## src/rtl/delay_scheduler.sv

```systemverilog
// delay_scheduler: queues delay requests and issues them in order to a start/value/done delay counter.
// Optional watchdog on a stalled counter is enabled by defining DELAY_SCHED_TIMEOUT_EN.
module delay_scheduler #(
  parameter int DEPTH          = 4,
  parameter int VALUE_W        = 32,
  parameter int TAG_W          = 8,
  parameter int TIMEOUT_MARGIN = 4
) (
  input  logic                     i_clock,
  input  logic                     i_reset,
  input  logic                     i_req_valid,
  output logic                     o_req_ready,
  input  logic [VALUE_W-1:0]       i_req_value,
  input  logic [TAG_W-1:0]         i_req_tag,
  output logic                     o_dly_start,
  output logic [VALUE_W-1:0]       o_dly_value,
  input  logic                     i_dly_done,
  output logic                     o_cpl_valid,
  output logic [TAG_W-1:0]         o_cpl_tag,
  output logic                     o_cpl_err,
  output logic [$clog2(DEPTH):0]   o_count,
  output logic                     o_busy
);
  localparam int AW = $clog2(DEPTH);
  typedef enum logic [1:0] {IDLE, ISSUE, WAIT} state_t;
  state_t r_state, w_next;
  logic [VALUE_W-1:0] r_val_mem [DEPTH];
  logic [TAG_W-1:0] r_tag_mem [DEPTH];
  logic [AW-1:0] r_wr, r_rd;
  logic [AW:0] r_count;
  logic [VALUE_W-1:0] r_dly_value;
  logic [TAG_W-1:0] r_tag, r_cpl_tag;
  logic r_cpl_valid, r_cpl_err;
  logic w_empty, w_push, w_pop, w_err, w_fin;
  assign w_empty = r_count == '0;
  assign o_req_ready = r_count != (AW+1)'(DEPTH);
  assign w_push = i_req_valid && o_req_ready;
  // an empty FIFO forwards the incoming request straight into the active slot
  assign w_pop = r_state == IDLE && (!w_empty || w_push);
  assign w_fin = r_state == WAIT && (i_dly_done || w_err);
  assign o_dly_start = r_state == ISSUE;
  assign o_dly_value = r_dly_value;
  assign o_cpl_valid = r_cpl_valid;
  assign o_cpl_tag = r_cpl_tag;
  assign o_cpl_err = r_cpl_err;
  assign o_count = r_count;
  assign o_busy = r_state != IDLE || !w_empty;
`ifdef DELAY_SCHED_TIMEOUT_EN
  logic [VALUE_W:0] r_wait_cnt;
  assign w_err = r_state == WAIT && !i_dly_done &&
                 r_wait_cnt == {1'b0, r_dly_value} + (VALUE_W+1)'(TIMEOUT_MARGIN);
  always_ff @(posedge i_clock)
    if (r_state == ISSUE) r_wait_cnt <= '0;
    else if (!(&r_wait_cnt)) r_wait_cnt <= r_wait_cnt + (VALUE_W+1)'(1);
`else
  assign w_err = 1'b0;
`endif
  always_comb begin
    w_next = r_state;
    case (r_state)
      IDLE:    w_next = w_pop ? ISSUE : IDLE;
      ISSUE:   w_next = WAIT;
      WAIT:    w_next = w_fin ? IDLE : WAIT;
      default: w_next = IDLE;
    endcase
  end
  always_ff @(posedge i_clock)
    if (w_push) begin
      r_val_mem[r_wr] <= i_req_value;
      r_tag_mem[r_wr] <= i_req_tag;
    end
  always_ff @(posedge i_clock)
    if (!i_reset) begin
      r_state <= IDLE;
      r_wr <= '0;
      r_rd <= '0;
      r_count <= '0;
      r_dly_value <= '0;
      r_tag <= '0;
      r_cpl_valid <= 1'b0;
      r_cpl_tag <= '0;
      r_cpl_err <= 1'b0;
    end else begin
      r_state <= w_next;
      if (w_push) r_wr <= r_wr + AW'(1);
      if (w_pop) begin
        r_rd <= r_rd + AW'(1);
        r_dly_value <= w_empty ? i_req_value : r_val_mem[r_rd];
        r_tag <= w_empty ? i_req_tag : r_tag_mem[r_rd];
      end
      r_count <= r_count + (AW+1)'(w_push) - (AW+1)'(w_pop);
      r_cpl_valid <= w_fin;
      if (w_fin) begin
        r_cpl_tag <= r_tag;
        r_cpl_err <= w_err;
      end
    end
endmodule
```

## config.mk

```make
export PLATFORM = sky130hd
export DESIGN_NAME = delay_scheduler
export DESIGN_NICKNAME = d
export VERILOG_FILES = /design/src/rtl/delay_scheduler.sv
export SDC_FILE = /design/constraint.sdc
export NUM_CORES = 1
export LEC_CHECK = 0
export CAP_MARGIN = 20
export CORE_MARGIN = 2
export CORE_UTILIZATION = 32
export DETAILED_ROUTE_END_ITERATION = 8
export PLACE_DENSITY = 0.51
export RECOVER_POWER = 50
export SYNTH_ARGS = -nofsm -noshare
export SYNTH_HDL_FRONTEND = slang
export SYNTH_SLANG_ARGS = --single-unit
```

## constraint.sdc

```tcl
create_clock -name i_clock -period 7.41 [get_ports i_clock]
set_input_delay 1.1115 -clock i_clock [delete_from_list [all_inputs] [get_ports i_clock]]
set_output_delay 1.1115 -clock i_clock [all_outputs]
set_load 0.02 [all_outputs]
```

==> metrics.md <==
| Metric | Value |
|---|---|
| Die area | around 0.028 mm2 |
| Clock Pin Slew Worst Setup and Hold Paths | 60 ps |
| Avg Cell Area, Syn | roughly 16 um2 |
| Fin nets | 666 |
| PostCTS Resize Cnt | 0 |
| Clk_skew | 11.5 ps |
| Min Hold Slack | 474 ps |
| CP endpoint kind | flop |
| Required time of the worst setup path | 7470 ps |
| Fillers | around 2400 |
| Period utilization | 0.561 |
| Hold Buf Count CTS | 0 |
| Ys flop type | edfxtp_1 |
| CORE AREA | 0.0259 mm2 |
| Post-synthesis simple-gate area fraction | 0.0607 |
| P per Cell Area | between 300 and 400 mW/mm2 |
| Syn_nets | 582 |
| Routed Antenna Nets | 0 |
| WL/cell | 21.0 um |
| TritonRoute pass-1 iters | 5 |
| Hold Path Class | flop to flop |
| Clock Sinks | 220 |
| Max-cap violations | 4 |
| Vias | 4940 |
| Slew HR | -0.975 |
| Die H | ~170 um |
| CP Class | primary input to flop |
| Post-Syn Area | 0.00842 mm2 |
| Final setup fails | 0 |
| Post-CTS Setup Inserts | 0 |
| Post-route setup TNS | 0 ps |
| CTS tree | built |
| Post-Synth XOR/XNOR Area | 0.00104 |
| Vias in the first global route | roughly 5100 |
| First-pass GRT wire length | between 30000 and 40000 um |
| Starting Density | 0.325 |
| Failing checks | capacitance limit, slew limit |
| Post-synth EDFFs | 160 |
| Largest net degree at the start of global routing | between 40 and 50 |
| Tmin final | 4160 ps |
| Initial antenna violation count | 5 |
| Post-DP Area | between 0.009 and 0.01 mm2 |
| Rows | 59 |
| Design area | around 0.010 mm2 |
| Post-route non-filler standard cell count | just under 1000 |
| Worst-margin pin slew | 2960 ps |
| Placed Cells | 924 |
| Port buffer count | 90 |
| Slew Viols, Final | 169 |
| Clk buf depth | 3 |
| Leakage | 0.00352 uW |
| RSZ-0062 raised after global routing | no |
| Synth Area in Compound Gates | 0.0702 |
| Crit path DAT | roughly 4200 ps |
| CP max FO | 40 |
| Share of cells above drive strength 1 | 0.155 |
| Worst-path cell chain | dlygate4sd3_1 > and3_2 > clkbuf_1 |
| Die X-Extent | 166 um |
| Slowest cell delay on critical path | approximately 2100 ps |
| Startpoint Class | primary input |
| Dpl hpwl | around 11000 um |
| Worst-Skew Late Latency | 510 ps |
| Synth Area in Adders | 0.0113 |
| Vias per inst | 5.09 |
| Routed wire length | 20400 um |
| Area grow syn2layout | 24.1% |
| Peak supply drop | between 0.2 and 0.3 mV |
| FF+latch count, synth | 220 |
| Yosys synthesis warning count | 0 |
| TritonCTS buffer count | 24 |
| GRT Resource Usage Total | 0.142 |
| CP max stage cell | clkbuf_1 |
| FFs w/ async S/R, synth | 0 |
| Root buffer cell | clkbuf_16 |
| H-tree lvl count | 1 |
| Post-synthesis mux area share | 0.118 |
| Library cells used by synthesis | 33 |
| GRT overflow | 0 |
| Largest family of logic cells by synthesized area | multiplexers |
| Sequential share of the synthesized area | 0.714 |
| Final hold viol count | 0 |
| Mapped Cells | 531 |
| Status | finished with violations |
| Drt initial violations | 357 |
| Top-Level Pins | 92 |
| Final GP Congestion | between 0.7 and 0.8 |
| Max Fclk | 0.240 GHz |
| Number of remaining DRC errors | 0 |
## path summary, 6_finish.rpt
kind / start / to / slack, ps / cells past startpoint
setup / recovery: i_req_valid / r_val_mem[0][7] / 3250 / 3
hold / removal: r_rd[1] / flop / 470 / 2
setup reg to reg: o_count[1] / r_val_mem[0][7] / 3740 / 3
hold reg to reg: r_rd[1] / flop / 470 / 2
## power by group
group	leakage [uW]	switching [uW]	internal, uW
sequential	0.00196	180	1540
clock	0.000401	476	712
combinational	0.00116	675	531
total	0.00352	1330	2790
## layout by cell type (no fill, tap or decap), drive strengths merged
cell type        n
edfxtp         160
nand2           83
dfxtp           60
clkdlybuf4s50   48
a21oi           44
dlygate4sd3     42
mux4            40
a311oi          40
clkbuf          33
nor2            15
clkinv          12
mux2i            9
ha               6
inv              5
buf              5
and3             4
diode            3
nand3            3
nor3             3
a21o             2
and2             2
bufinv           2
or3              2
or2              1
nor4             1
or3b             1
nor2b            1
o21ai            1
or4              1
nand2b           1
nor3b            1
xor2             1
nand3b           1
fa               1
conb             1
clkinvlp         1
## critical path, delay by kind of cell
kind,cells,cell delay (ps)
buf+inv,2,2830
simple gates,1,250
## Yosys cell counts, drive strengths merged, types with 2 or more instances
library cell  count  area, um2
ha                6       75.1
mux2i             9       90.1
nand3             3       15.0
buf              22        120
a21o              2       15.0
a21oi            44        220
a311oi           40        350
nor2             15       56.3
nand2            83        312
dfxtp            60       1200
edfxtp          160       4800
and2              2       12.5
clkbuf           19       71.3
nor3              3       15.0
inv               5       18.8
and3              4       25.0
mux4             40        901
or3               2       12.5
## sequential cells by signal (all words and copies together) (netlist names), 3 cells and up, named ones only
register,count
o_dly_value,32
r_tag,8
o_cpl_tag,8
r_val_mem,128
r_tag_mem,32
o_count,3
## cells by family (layout without fill, tap and decap cells)
family          count (synthesis)  in the layout
simple gates                  120            120
mux                            49             49
xor+xnor                        1              1
compound gates                 87             87
other cells                     1              4
buf+inv                        46            148
fa+ha+maj                       7              7
flops                         220            220
## per-layer routing
layer | GRT usage | vias up | wire, um
li1 | - | 2230 | -
met1 | 0.187 | 2546 | 8980
met2 | 0.240 | 124 | 9890
met3 | 0.0274 | 38 | 992
met4 | 0.0446 | 2 | 485
met5 | 0 | - | 7
## cell type report
type	instances	area [um2]	area share
Sequential cell	220	6010	0.575
Antenna cell	3	7.51	0.000719
Clock inverter	15	125	0.0120
Multi-Input combinational cell	265	2230	0.213
Clock buffer	29	671	0.0642
Timing Repair Buffer	99	966	0.0925
Tap cell	335	419	0.0401
Inverter	5	18.8	0.00180
## metrics by stage
step / total power [uW] / setup WS [ps] / util
2_1_floorplan: 2470 / 4190 / -
3_3_place_gp: 2950 / 3040 / 0.372
3_5_place_dp: 2980 / 3490 / 0.373
4_1_cts: 4170 / 3800 / 0.404
5_1_grt: 4320 / 3040 / 0.403
6_report: 4120 / 3250 / 0.403
Power figures use the tool's default switching activity.
